<file path="src/rtl/alu_iter_pkg.sv">
// Shared ALU_INTERFACE / CPU_INTERNAL command codes and data width for the
// iterative ALU; the macros are the codebase-wide names, the package mirrors them.
`ifndef ALU_INTERFACE_DEFINES
`define ALU_INTERFACE_DEFINES
`define CD_N  32
`define AC_N  3
`define AC_AD 3'd0
`define AC_SB 3'd1
`define AC_ML 3'd2
`define AC_DV 3'd3
`define AC_RM 3'd4
`endif

package alu_iter_pkg;
   localparam int CD_N = `CD_N;
   localparam int AC_N = `AC_N;

   localparam logic [AC_N-1:0] AC_AD = `AC_AD;
   localparam logic [AC_N-1:0] AC_SB = `AC_SB;
   localparam logic [AC_N-1:0] AC_ML = `AC_ML;
   localparam logic [AC_N-1:0] AC_DV = `AC_DV;
   localparam logic [AC_N-1:0] AC_RM = `AC_RM;
endpackage

</file>
<file path="src/rtl/alu_iter_step.sv">
// One iteration of unsigned shift-add multiply or restoring divide on magnitudes.
// Magnitudes never exceed 2**(W-1), so the trial difference sign sits in bit W.
module alu_iter_step
   import alu_iter_pkg::*;
#(
   parameter int W = `CD_N
) (
   input  logic         i_div,
   input  logic [W-1:0] i_acc,
   input  logic [W-1:0] i_opr,
   input  logic [W-1:0] i_m,
   output logic [W-1:0] o_acc,
   output logic [W-1:0] o_opr,
   output logic         o_bit
);

   logic [W:0] w_sum;
   logic [W:0] w_shift;
   logic [W:0] w_diff;

   always_comb begin
      w_sum   = {1'b0, i_acc} + {1'b0, (i_opr[0] ? i_m : '0)};
      w_shift = {i_acc, i_opr[W-1]};
      w_diff  = w_shift - {1'b0, i_m};
      if (i_div) begin
         // Quotient bit is 1 when the trial subtraction did not borrow.
         o_bit = ~w_diff[W];
         o_acc = o_bit ? w_diff[W-1:0] : w_shift[W-1:0];
         o_opr = {i_opr[W-2:0], 1'b0};
      end else begin
         // Product shifts right; the sum LSB becomes the next product bit.
         o_bit = w_sum[0];
         o_acc = w_sum[W:1];
         o_opr = {1'b0, i_opr[W-1:1]};
      end
   end

endmodule

</file>
<file path="src/rtl/alu_iter.sv">
// Iterative two's-complement ALU: one-cycle add/sub, W-step multiply/divide/remainder.
// Operands latch on start; a routing cycle precedes the W iteration cycles.
module alu_iter
   import alu_iter_pkg::*;
#(
   parameter int W     = `CD_N,
   parameter int CMD_W = `AC_N
) (
   input  logic             Clock,
   input  logic             Reset,
   input  logic [W-1:0]     al_A,
   input  logic [W-1:0]     al_B,
   input  logic [CMD_W-1:0] al_cmd,
   input  logic             al_start,
   output logic             al_busy,
   output logic             al_done,
   output logic [W-1:0]     al_C,
   output logic             al_err,
   output logic [1:0]       o_dbg_state
);

   localparam int CNT_W = $clog2(W + 1);

   typedef enum logic [1:0] {
      IDLE = 2'd0,
      RUN  = 2'd1,
      DONE = 2'd2
   } state_t;

   state_t           r_state;
   state_t           w_state_nxt;
   logic             r_busy;
   logic             r_done;
   logic [W-1:0]     r_c;
   logic             r_err;
   logic [W-1:0]     r_a;
   logic [W-1:0]     r_b;
   logic [CMD_W-1:0] r_cmd;
   logic [W-1:0]     r_acc;
   logic [W-1:0]     r_opr;
   logic [W-1:0]     r_m;
   logic [CNT_W-1:0] r_cnt;

   logic             w_is_ad, w_is_sb, w_is_ml, w_is_dv, w_is_rm;
   logic             w_b_zero, w_one_step, w_div;
   logic             w_sa, w_sb, w_neg;
   logic [W-1:0]     w_mag_a, w_mag_b;
   logic [W-1:0]     w_acc, w_opr_sh, w_opr;
   logic             w_bit;
   logic [W-1:0]     w_sum, w_dif;
   logic [2*W-1:0]   w_prod;
   logic             w_ml_ovf;
   logic             w_route, w_last;
   logic [W-1:0]     w_c_nxt;
   logic             w_err_nxt;

   assign w_is_ad    = (r_cmd == CMD_W'(AC_AD));
   assign w_is_sb    = (r_cmd == CMD_W'(AC_SB));
   assign w_is_ml    = (r_cmd == CMD_W'(AC_ML));
   assign w_is_dv    = (r_cmd == CMD_W'(AC_DV));
   assign w_is_rm    = (r_cmd == CMD_W'(AC_RM));
   assign w_b_zero   = (r_b == '0);
   assign w_one_step = !(w_is_ml || ((w_is_dv || w_is_rm) && !w_b_zero));
   assign w_div      = !w_is_ml;

   assign w_sa    = r_a[W-1];
   assign w_sb    = r_b[W-1];
   assign w_neg   = w_sa ^ w_sb;
   assign w_mag_a = w_sa ? -r_a : r_a;
   assign w_mag_b = w_sb ? -r_b : r_b;

   assign w_sum = r_a + r_b;
   assign w_dif = r_a - r_b;

   alu_iter_step #(.W(W)) u_step (
      .i_div (w_div),
      .i_acc (r_acc),
      .i_opr (r_opr),
      .i_m   (r_m),
      .o_acc (w_acc),
      .o_opr (w_opr_sh),
      .o_bit (w_bit)
   );

   assign w_opr = w_is_ml ? {w_bit, w_opr_sh[W-2:0]} : {w_opr_sh[W-1:1], w_bit};

   // After the last step: product = {acc, opr}; quotient = opr, remainder = acc.
   assign w_prod   = {w_acc, w_opr};
   assign w_ml_ovf = (w_prod[2*W-1:W] != '0) ||
                     (w_prod[W-1] && (!w_neg || (w_prod[W-2:0] != '0)));

   assign w_route = (r_state == RUN) && (r_cnt == '0);
   assign w_last  = (r_state == RUN) && (r_cnt == CNT_W'(1));

   always_ff @(posedge Clock) begin
      if (!Reset) begin
         r_state <= IDLE;
         r_busy  <= 1'b0;
         r_done  <= 1'b0;
         r_c     <= '0;
         r_err   <= 1'b0;
      end else begin
         r_state <= w_state_nxt;
         r_busy  <= (w_state_nxt != IDLE);
         r_done  <= (w_state_nxt == DONE);
         r_c     <= w_c_nxt;
         r_err   <= w_err_nxt;
      end
   end

   always_comb begin
      w_state_nxt = r_state;
      case (r_state)
         IDLE:    if (al_start) w_state_nxt = RUN;
         RUN:     if ((w_route && w_one_step) || w_last) w_state_nxt = DONE;
         DONE:    w_state_nxt = IDLE;
         default: w_state_nxt = IDLE;
      endcase
   end

   // Result and flag change only in the cycles that transition into DONE.
   always_comb begin
      w_c_nxt   = r_c;
      w_err_nxt = r_err;
      if (w_route && w_one_step) begin
         w_c_nxt   = '0;
         w_err_nxt = 1'b1;
         if (w_is_ad) begin
            w_c_nxt   = w_sum;
            w_err_nxt = (r_a[W-1] == r_b[W-1]) && (w_sum[W-1] != r_a[W-1]);
         end else if (w_is_sb) begin
            w_c_nxt   = w_dif;
            w_err_nxt = (r_a[W-1] != r_b[W-1]) && (w_dif[W-1] != r_a[W-1]);
         end
      end else if (w_last) begin
         if (w_is_ml) begin
            w_c_nxt   = w_neg ? -w_prod[W-1:0] : w_prod[W-1:0];
            w_err_nxt = w_ml_ovf;
         end else if (w_is_dv) begin
            w_c_nxt   = w_neg ? -w_opr : w_opr;
            w_err_nxt = !w_neg && w_opr[W-1];
         end else begin
            w_c_nxt   = w_sa ? -w_acc : w_acc;
            w_err_nxt = 1'b0;
         end
      end
   end

   always_ff @(posedge Clock) begin
      if (!Reset) begin
         r_a   <= '0;
         r_b   <= '0;
         r_cmd <= '0;
         r_acc <= '0;
         r_opr <= '0;
         r_m   <= '0;
         r_cnt <= '0;
      end else begin
         case (r_state)
            IDLE: begin
               if (al_start) begin
                  r_a   <= al_A;
                  r_b   <= al_B;
                  r_cmd <= al_cmd;
               end
            end
            RUN: begin
               if (r_cnt == '0) begin
                  if (!w_one_step) begin
                     r_acc <= '0;
                     r_opr <= w_mag_a;
                     r_m   <= w_mag_b;
                     r_cnt <= CNT_W'(W);
                  end
               end else begin
                  r_acc <= w_acc;
                  r_opr <= w_opr;
                  r_cnt <= r_cnt - CNT_W'(1);
               end
            end
            default: ;
         endcase
      end
   end

   assign al_busy     = r_busy;
   assign al_done     = r_done;
   assign al_C        = r_c;
   assign al_err      = r_err;
   assign o_dbg_state = r_state;

endmodule

</file>
<file path="config.mk">
export PLATFORM = sky130hd
export DESIGN_NAME = alu_iter
export DESIGN_NICKNAME = d
export VERILOG_FILES = /design/src/rtl/alu_iter_pkg.sv /design/src/rtl/alu_iter_step.sv /design/src/rtl/alu_iter.sv
export SDC_FILE = /design/constraint.sdc
export NUM_CORES = 1
export LEC_CHECK = 0
export ABC_AREA = 1
export BUFFER_PORTS_ARGS = -buffer_cell sky130_fd_sc_hd__buf_2
export CAP_MARGIN = 10
export CELL_PAD_IN_SITES_DETAIL_PLACEMENT = 0
export CELL_PAD_IN_SITES_GLOBAL_PLACEMENT = 2
export CORE_AREA = 10 10 259 261
export DETAILED_ROUTE_END_ITERATION = 6
export DIE_AREA = 0 0 269 271
export GPL_TIMING_DRIVEN = 0
export PLACE_DENSITY_LB_ADDON = 0.3
export SKIP_LAST_GASP = 1
export SLEW_MARGIN = 10
export SYNTH_ARGS = -nofsm -noshare
export SYNTH_HDL_FRONTEND = slang
export SYNTH_SLANG_ARGS = --single-unit
</file>
<file path="constraint.sdc">
create_clock -name Clock -period 4.9 [get_ports Clock]
set_input_delay 0.98 -clock Clock [delete_from_list [all_inputs] [get_ports Clock]]
set_output_delay 0.98 -clock Clock [all_outputs]
set_load 0.02 [all_outputs]
</file>
### Word level (Yosys, flattened, before mapping)

Cells that the tools add are included.

* flip-flop bits (word level): 206
* input bits: 70

* $add $sub $neg: 9
* equality and inequality tests: 12
* muxes and demuxes: 31
* bitwise logic cells: 2
* reduce and logical (&&, ||, !) cells: 27

Operators with widths (number)
* 32-bit two-way mux: 19
* 32-bit negation: 4
* 32-bit by 32-bit adder with 33-bit output: 1
* 33-bit by 32-bit subtractor with 33-bit output: 1
* 32-bit adder: 1
* 32-bit zero test: 1
* 32-bit nonzero test: 1
* 32-bit subtractor: 1
* 31-bit nonzero test: 1
* 6-bit two-way mux: 2
* 1-bit logical AND: 8
* 1-bit two-way mux: 7
* 3-bit by 2-bit == test with 1-bit output, second input constant: 2
* 6-bit by 1-bit == test with 1-bit output, second input constant: 1
* 6-bit zero test: 1
* 6-bit by 1-bit subtractor with 6-bit output, second input constant: 1
* 1-bit logical OR: 5
* 2-bit two-way mux: 2
* 2-bit one-hot mux with 2 select lines: 1
* 2-bit AND reduction: 2
* 2-bit nonzero test: 2
* 3-bit by 1-bit == test with 1-bit output, second input constant: 1
* 3-bit == test, second input constant: 1
* 1-bit zero test: 3
* 10 further kinds: 12

### Longest topological paths before layout

Gate-level depths: netlist of the first run.

* depth after elaboration: 11
* mapped depth: 33
* gate-level depth less buffers: 32

### By module

Synthesis of the first run repeated with hierarchy kept, for this count alone.

* cells, all modules: 4117
* area total of the unflattened synthesis: 22788.1 um^2

Modules (own cells, without submodules)
* alu_iter: instances 1, cells an instance 2817, area each 16427.0 um^2
* alu_iter_step: instances 1, cells an instance 1300, area each 6361.1 um^2

### Least setup slack after synthesis of the first run

Ideal clock, no wire load.

* kind: register to register
* start point: register r_opr[31]
* end point: register r_err (netlist: al_err)
* data arrival time: 3476 ps
* data required time: 4780 ps
* slack: 1304 ps
* stages on the path, launching flop included: 29
* clock period less this slack: 3596 ps
* cells stage by stage: dfxtp_1 > inv_1 > ha_1 > fa_1 > inv_1 > nand2_1 > nand2_1 > nand3_1 > nand2_2 > nand2_2 > nand2_4 > nand2_4 > nand3_2 > nand2_4 > o21ai_2 > ha_1 > nand2_1 > inv_1 > nand3_1 > nor2_2 > nand3_1 > nor3_2 > nand2_1 > o41ai_1 > nand4_1 > o21ai_1 > nand3_1 > nand2_1 > a21oi_1

* word-level cells in the longest chain between the ends: 11
* elaborated cells on any way between the ends: 17

RTL lines
* start, declared: RTL line alu_iter.sv:40 `logic [W-1:0] r_opr;`
* start signal, assigned: RTL line alu_iter.sv:171 `r_opr <= w_mag_a;`
* start signal, assigned: RTL line alu_iter.sv:177 `r_opr <= w_opr;`
* 33-bit by 32-bit subtractor with 33-bit output: RTL line alu_iter_step.sv:24 `w_diff = w_shift - {1'b0, i_m};`
* 1-bit inverter: RTL line alu_iter_step.sv:27 `o_bit = ~w_diff[W];`
* 1-bit two-way mux: RTL line alu_iter_step.sv:25 `if (i_div) begin`
* 32-bit two-way mux: RTL line alu_iter.sv:85 `assign w_opr = w_is_ml ? {w_bit, w_opr_sh[W-2:0]} : {w_opr_sh[W-1:1], w_bit};`
* 31-bit nonzero test: RTL line alu_iter.sv:90 `(w_prod[W-1] && (!w_neg || (w_prod[W-2:0] != '0)));`
* 1-bit logical OR: RTL line alu_iter.sv:90
* 1-bit logical AND: RTL line alu_iter.sv:90
* 1-bit logical OR: RTL line alu_iter.sv:89 `assign w_ml_ovf = (w_prod[2*W-1:W] != '0) ||`
* 1-bit two-way mux *: RTL line alu_iter.sv:136 `if (w_is_ml) begin`
* 1-bit two-way mux *: RTL line alu_iter.sv:135 `end else if (w_last) begin`
* 1-bit two-way mux *: RTL line alu_iter.sv:125 `if (w_route && w_one_step) begin`
* end signal, assigned: RTL line alu_iter.sv:107 `r_err <= w_err_nxt;`
* end, declared: RTL line alu_iter.sv:35 `logic r_err;`

Every way passes the cells marked *; elsewhere a longest branch is shown, timed or not. The select of a mux whose other input is x is not followed.
A chain may end at the register's enable or synchronous reset.

### Worst setup path after layout of the first run

Same ends and word-level chain as after synthesis.

==> flow_metrics.tcl, run 1 <==
set metrics [dict create \
    hold_buffers 0 \
    timing.setup.tns_ns 0 \
    yosysUniqueCellTypes 67 \
    via_count 23700 \
    cts_made_buffers 25 \
    drive_gt1_frac 0.0836 \
    nFillCells 7192 \
    netlist_instances 3550 \
    fin_nets 3895 \
    cts_buffer_depth 3 \
    dieWidth_um 269 \
    cp_num_buf_inv 3 \
    tightest_slew_ns 1.29 \
    syn_nets 3756 \
    dieHeight_um 271 \
    antenna_left 0 \
    crit_slowest_cell "fa_1" \
    synth_edf_count 0 \
    synth_ff_type "dfxtp_1" \
    critPathKind "reg2reg" \
    synth_common_cells "875 x nand2_1, 514 x inv_1, 370 x a21oi_1" \
    path_clk_slew_ns 0.06 \
    routed_wl_mm 102 \
    synth.largest_area_cell "dfxtp_1" \
    drt_iter0_drc 1693 \
    insertion_delay_ns 0.57 \
    die_area_um2 72900 \
    n_antenna_cell 0 \
    core-area_um2 61600 \
    grtUsageTotal 0.272 \
    initial_utilization 0.337 \
    ys_warn_count 0 \
    skew_ns 0.0218 \
    cts_tree "done" \
    arrival_ns 5.23 \
    yosysSeqAreaShare 0.199 \
    period_minus_slack_ns 4.79 \
    antenna_found_initial 0 \
    grt_overflow 0 \
    setup.worst_path.start_class "flip-flop" \
    hold_viol 0 \
    grt_first_pass_wirelength_mm 149 \
    num_rows 91 \
    ys_ff_latch 206 \
    grt_max_degree 13 \
    max_freq_mhz 209 \
    ys_async_sr_fraction 0 \
    synth_top_area_frac 0.199 \
    yosys-top-cells-area "dfxtp_1 20%, nand2_1 16%, inv_1 9.3%, a21oi_1 8.9%, ha_1 8.0%" \
    post-route-util 0.378 \
    critPathMaxStageDelay_ns 0.42 \
    postSynthAreaPerCell_um2 5.85 \
    cap_violations 0 \
    crit_top_cell "nand2_1" \
    slew_headroom 0.134 \
    dp_hpwl_mm 85.6 \
    htreeDepth 1 \
    rsz0062_at_grt "true" \
    pin_count 107 \
    worstHoldPathType "reg2reg" \
    cp_top_family "simple AND/OR/NAND/NOR gates" \
    worst_setup_path_end_kind "flip-flop" \
    setup_viol 0 \
    period_share 0.977 \
    vias_per_cell 5.22 \
    area_delta_synth_final_pct 12.2 \
    wire_per_inst_um 22.5 \
    cp_data_required_time_ns 5.34 \
    io_buffer_count 105 \
    synth_area_um2 20800 \
    clockRootBuffer "clkbuf_16" \
    cts.sinks 206 \
    grt_pass1_vias 23100 \
    status "complete, no violations" \
    finalMaxSlewViolations 0 \
    gp_congestion 0.940 \
    firstDrtPassIters 5 \
    drc 0 \
    yosysMostFrequentCell "nand2_1" \
    crit_fanout 7 \
]
[placed cells by master, fill, tap and decap left out, types with 23 or more instances in the layout]
master,Yosys,final
nor2_1,308,308
a21oi_1,370,370
nand2_2,24,23
clkbuf_1,100,106
clkbuf_16,0,25
o21ai_0,303,299
or2_2,36,36
nand2_1,875,874
dfxtp_1,206,206
inv_1,514,513
nand3_1,226,225
o21ai_1,22,25
buf_2,20,125
nor3_1,41,41
ha_1,132,131
a31oi_1,33,33
nand4_1,36,36
xor2_1,76,76
[path summary, 6_finish.rpt]
check | from | to | slack, ns | cells past startpoint
worst max-delay path | r_opr[31] | al_err | 0.11 | 28
worst min-delay path | al_C[9] | al_C[9] | 0.47 | 2
worst max register to register | r_opr[31] | al_err | 0.11 | 28
worst min register to register | al_C[9] | al_C[9] | 0.47 | 2
[registers in the layout, indices dropped and copies added, names as in the netlist]
signal and flops:
al_C 32, r_a 32, r_acc 32, r_b 32, r_m 32, r_opr 32
r_cnt 6, r_cmd 3, o_dbg_state 2, al_busy 1, al_done 1, al_err 1
[metal layers]
metal  global-route usage  part of all wire  vias to the layer above
met1                0.340              0.43                    11100
met2                0.475              0.48                      686
met5                    0                 0                        -
met3               0.0195             0.046                      175
li1                     -                 -                    11800
met4                0.110             0.043                        0
[per-stage QoR]
stage | hold WS (ns) | worst slack, ns | instances | instance area [um2]
6_report | 0.467 | 0.111 | 4544 | 23300
5_1_grt | 0.494 | -0.106 | 4544 | 23300
4_1_cts | 0.469 | -0.0839 | 4538 | 23200
3_5_place_dp | 0.459 | -0.302 | 4492 | 22300
3_3_place_gp | 0.456 | -0.346 | 4492 | 22300
2_1_floorplan | 0.445 | 1.30 | 3550 | 20800
[worst min-delay path, stage by stage, from the launching register on]
cell	delay, ns
dfxtp_1	0.31
nand2_1	0.06
a21oi_1	0.05
[final cells by class]
cell class	instances	area, um2	share of cell area
clock buffers	38	704	0.0302
well taps	837	1050	0.0449
clock inverters	7	100	0.00430
multi-input cells	2675	14200	0.607
plain buffers	135	582	0.0250
inverters	533	2000	0.0860
flip-flops and latches	206	4120	0.177
repair buffers	113	586	0.0251
[repair_timing]
action,CTS,global route
buffers inserted,1,7
pin swaps,1,11
gates resized for setup,7,19
setup endpoints to repair,6,23
[cell families (layout without fill, tap and decap cells)]
| family | Yosys count | in the layout | synth area share |
|---|---|---|---|
| adders and majority gates | 136 | 136 | 0.0834 |
| AOI/OAI and AO/OA | 832 | 832 | 0.218 |
| muxes | 1 | 1 | 0.000482 |
| xor gates and xnor gates | 92 | 92 | 0.0388 |
| DFF | 206 | 206 | 0.199 |
| and+or+nand+nor | 1614 | 1614 | 0.336 |
| buffers and inverters | 669 | 826 | 0.124 |
Power of run 1 is not shown: default switching activity piles up to over one toggle a cycle in this logic, so the estimate is an artifact.
==> inputs of run 2 (changes only) <==
--- a/config.mk
+++ b/config.mk
@@ -8,13 +8,14 @@
 export ABC_AREA = 1
 export BUFFER_PORTS_ARGS = -buffer_cell sky130_fd_sc_hd__buf_2
 export CAP_MARGIN = 10
-export CELL_PAD_IN_SITES_DETAIL_PLACEMENT = 0
+export CELL_PAD_IN_SITES_DETAIL_PLACEMENT = 1
 export CELL_PAD_IN_SITES_GLOBAL_PLACEMENT = 2
-export CORE_AREA = 10 10 259 261
+export CORE_AREA = 10 10 252 254
 export DETAILED_ROUTE_END_ITERATION = 6
-export DIE_AREA = 0 0 269 271
+export DIE_AREA = 0 0 262 264
 export GPL_TIMING_DRIVEN = 0
 export PLACE_DENSITY_LB_ADDON = 0.3
+export SKIP_CTS_REPAIR_TIMING = 1
 export SKIP_LAST_GASP = 1
 export SLEW_MARGIN = 10
 export SYNTH_ARGS = -nofsm -noshare
==> constraint.sdc (replaced) <==
create_clock -name Clock -period 5.7 [get_ports Clock]
set_input_delay 1.14 -clock Clock [delete_from_list [all_inputs] [get_ports Clock]]
set_output_delay 1.14 -clock Clock [all_outputs]
set_load 0.02 [all_outputs]
==> run 2 against run 1 <==
Critical path depth unchanged. Fmax fell by 7.7%. Register-to-register slack better by 0.40 ns. Setup slack better by 0.40 ns. Clock skew grew 0.0063 ns. First-iteration DRC count fell by 12%. Cell area decreased by 1.1%. Sequential share of layout area increased by 0.20 points.
==> flow_metrics.tcl, run 2 (synthesis results as in run 1) <==
set metrics [dict create \
    cts_buffer_depth 3 \
    grt_overflow 0 \
    cp_top_family "simple AND/OR/NAND/NOR gates" \
    wire_per_inst_um 23.5 \
    grt_busiest_layer "met2" \
    finalMaxSlewViolations 0 \
    via_count 24300 \
    critPathKind "reg2reg" \
    grt_first_pass_wirelength_mm 155 \
    skew_ns 0.0281 \
    max_freq_mhz 193 \
    core-area_um2 58500 \
    met3_usage 0.0270 \
    dieWidth_um 262 \
    cp-startpoint "r_opr[31]" \
    cap_violations 0 \
    hold_start "r_opr[9]" \
    worstHoldPathType "reg2reg" \
    antenna_left 0 \
    cp_data_required_time_ns 6.14 \
    crit_top_cell "nand2_1" \
    grt_max_degree 13 \
    use_met1 0.362 \
    die_area_um2 69200 \
    rrSetupSlack_ns 0.51 \
    rsz0062_at_grt "false" \
    final_cells 4473 \
    dp_slack_ns 0.559 \
    critPathMaxStageDelay_ns 0.44 \
    gp_congestion 0.971 \
    pin_count 107 \
    path_clk_slew_ns 0.06 \
    antenna_found_initial 1 \
    use_met2 0.512 \
    hold_viol 0 \
    insertion_delay_ns 0.57 \
    dpl.cell_count 4428 \
    setup.worst_path.start_class "flip-flop" \
    clockRootBuffer "clkbuf_16" \
    arrival_ns 5.63 \
    cts_tree "done" \
    worst_setup_path_end_kind "flip-flop" \
    rr_startpoint "r_opr[31]" \
    crit_fanout 9 \
    tightest_slew_ns 1.22 \
    layout_setup_ws_ns 0.509 \
    hold_slack_ns 0.473 \
    slew_headroom 0.182 \
    area_delta_synth_final_pct 11.0 \
    routed_wl_mm 105 \
    vias_per_cell 5.42 \
    fin_nets 3888 \
    drive_gt1_frac 0.0792 \
    num_rows 89 \
    mostFrequentLayoutCells "875 x nand2_1, 514 x inv_1, 370 x a21oi_1" \
    final_common_cell "nand2_1" \
    grt_pass1_vias 24600 \
    period_share 0.911 \
    htreeDepth 1 \
    timing.setup.tns_ns 0 \
    dp_hpwl_mm 88.4 \
    drt_iter0_drc 1486 \
    grtUsageTotal 0.296 \
    firstDrtPassIters 5 \
    dieHeight_um 264 \
    initial_utilization 0.355 \
    cp_num_buf_inv 3 \
    setup_viol 0 \
    cts_made_buffers 25 \
    status "complete, no violations" \
    drc 0 \
    period_minus_slack_ns 5.19 \
    cts.sinks 206 \
    crit_slowest_cell "fa_1" \
    n_antenna_cell 0 \
    io_buffer_count 105 \
]
-- run 2: layout make-up --
cell class                      instances  area, um2
Buffer                                136        574
Clock buffer                           35        673
Clock inverter                         10        113
Fill cell                            8173      35400
Inverter                              533       2000
Multi-Input combinational cell       2675      14100
Sequential cell                       206       4120
Tap cell                              773        967
Timing Repair Buffer                  105        526
-- run 2: final timing paths --
kind         cells after the start       end
min reg2reg                      2  r_opr[9]
max                             28    al_err
max reg2reg                     28    al_err
min                              2  r_opr[9]
-- run 2: layer usage --
metal | routed length, um | part of all wire
met2 | 50200 | 0.48
met5 | 13 | 0.00012
met3 | 4190 | 0.040
met1 | 45100 | 0.43
met4 | 5560 | 0.053
-- run 2: worst min-delay path, delay by kind of cell, from the launching register on --
kind / cells / cell delay (ns)
AO/OA/AOI/OAI: 1 / 0.06
AND/OR/NAND/NOR: 1 / 0.06
flip-flops: 1 / 0.31
-- run 2: per-stage QoR --
stage,instance area (um2),util
after floorplan,20800,-
after global placement,22300,0.381
after detailed placement,22300,0.381
after CTS,23000,0.394
after global routing,23000,0.394
final,23000,0.394
Power of run 2 is left out for the same reason.
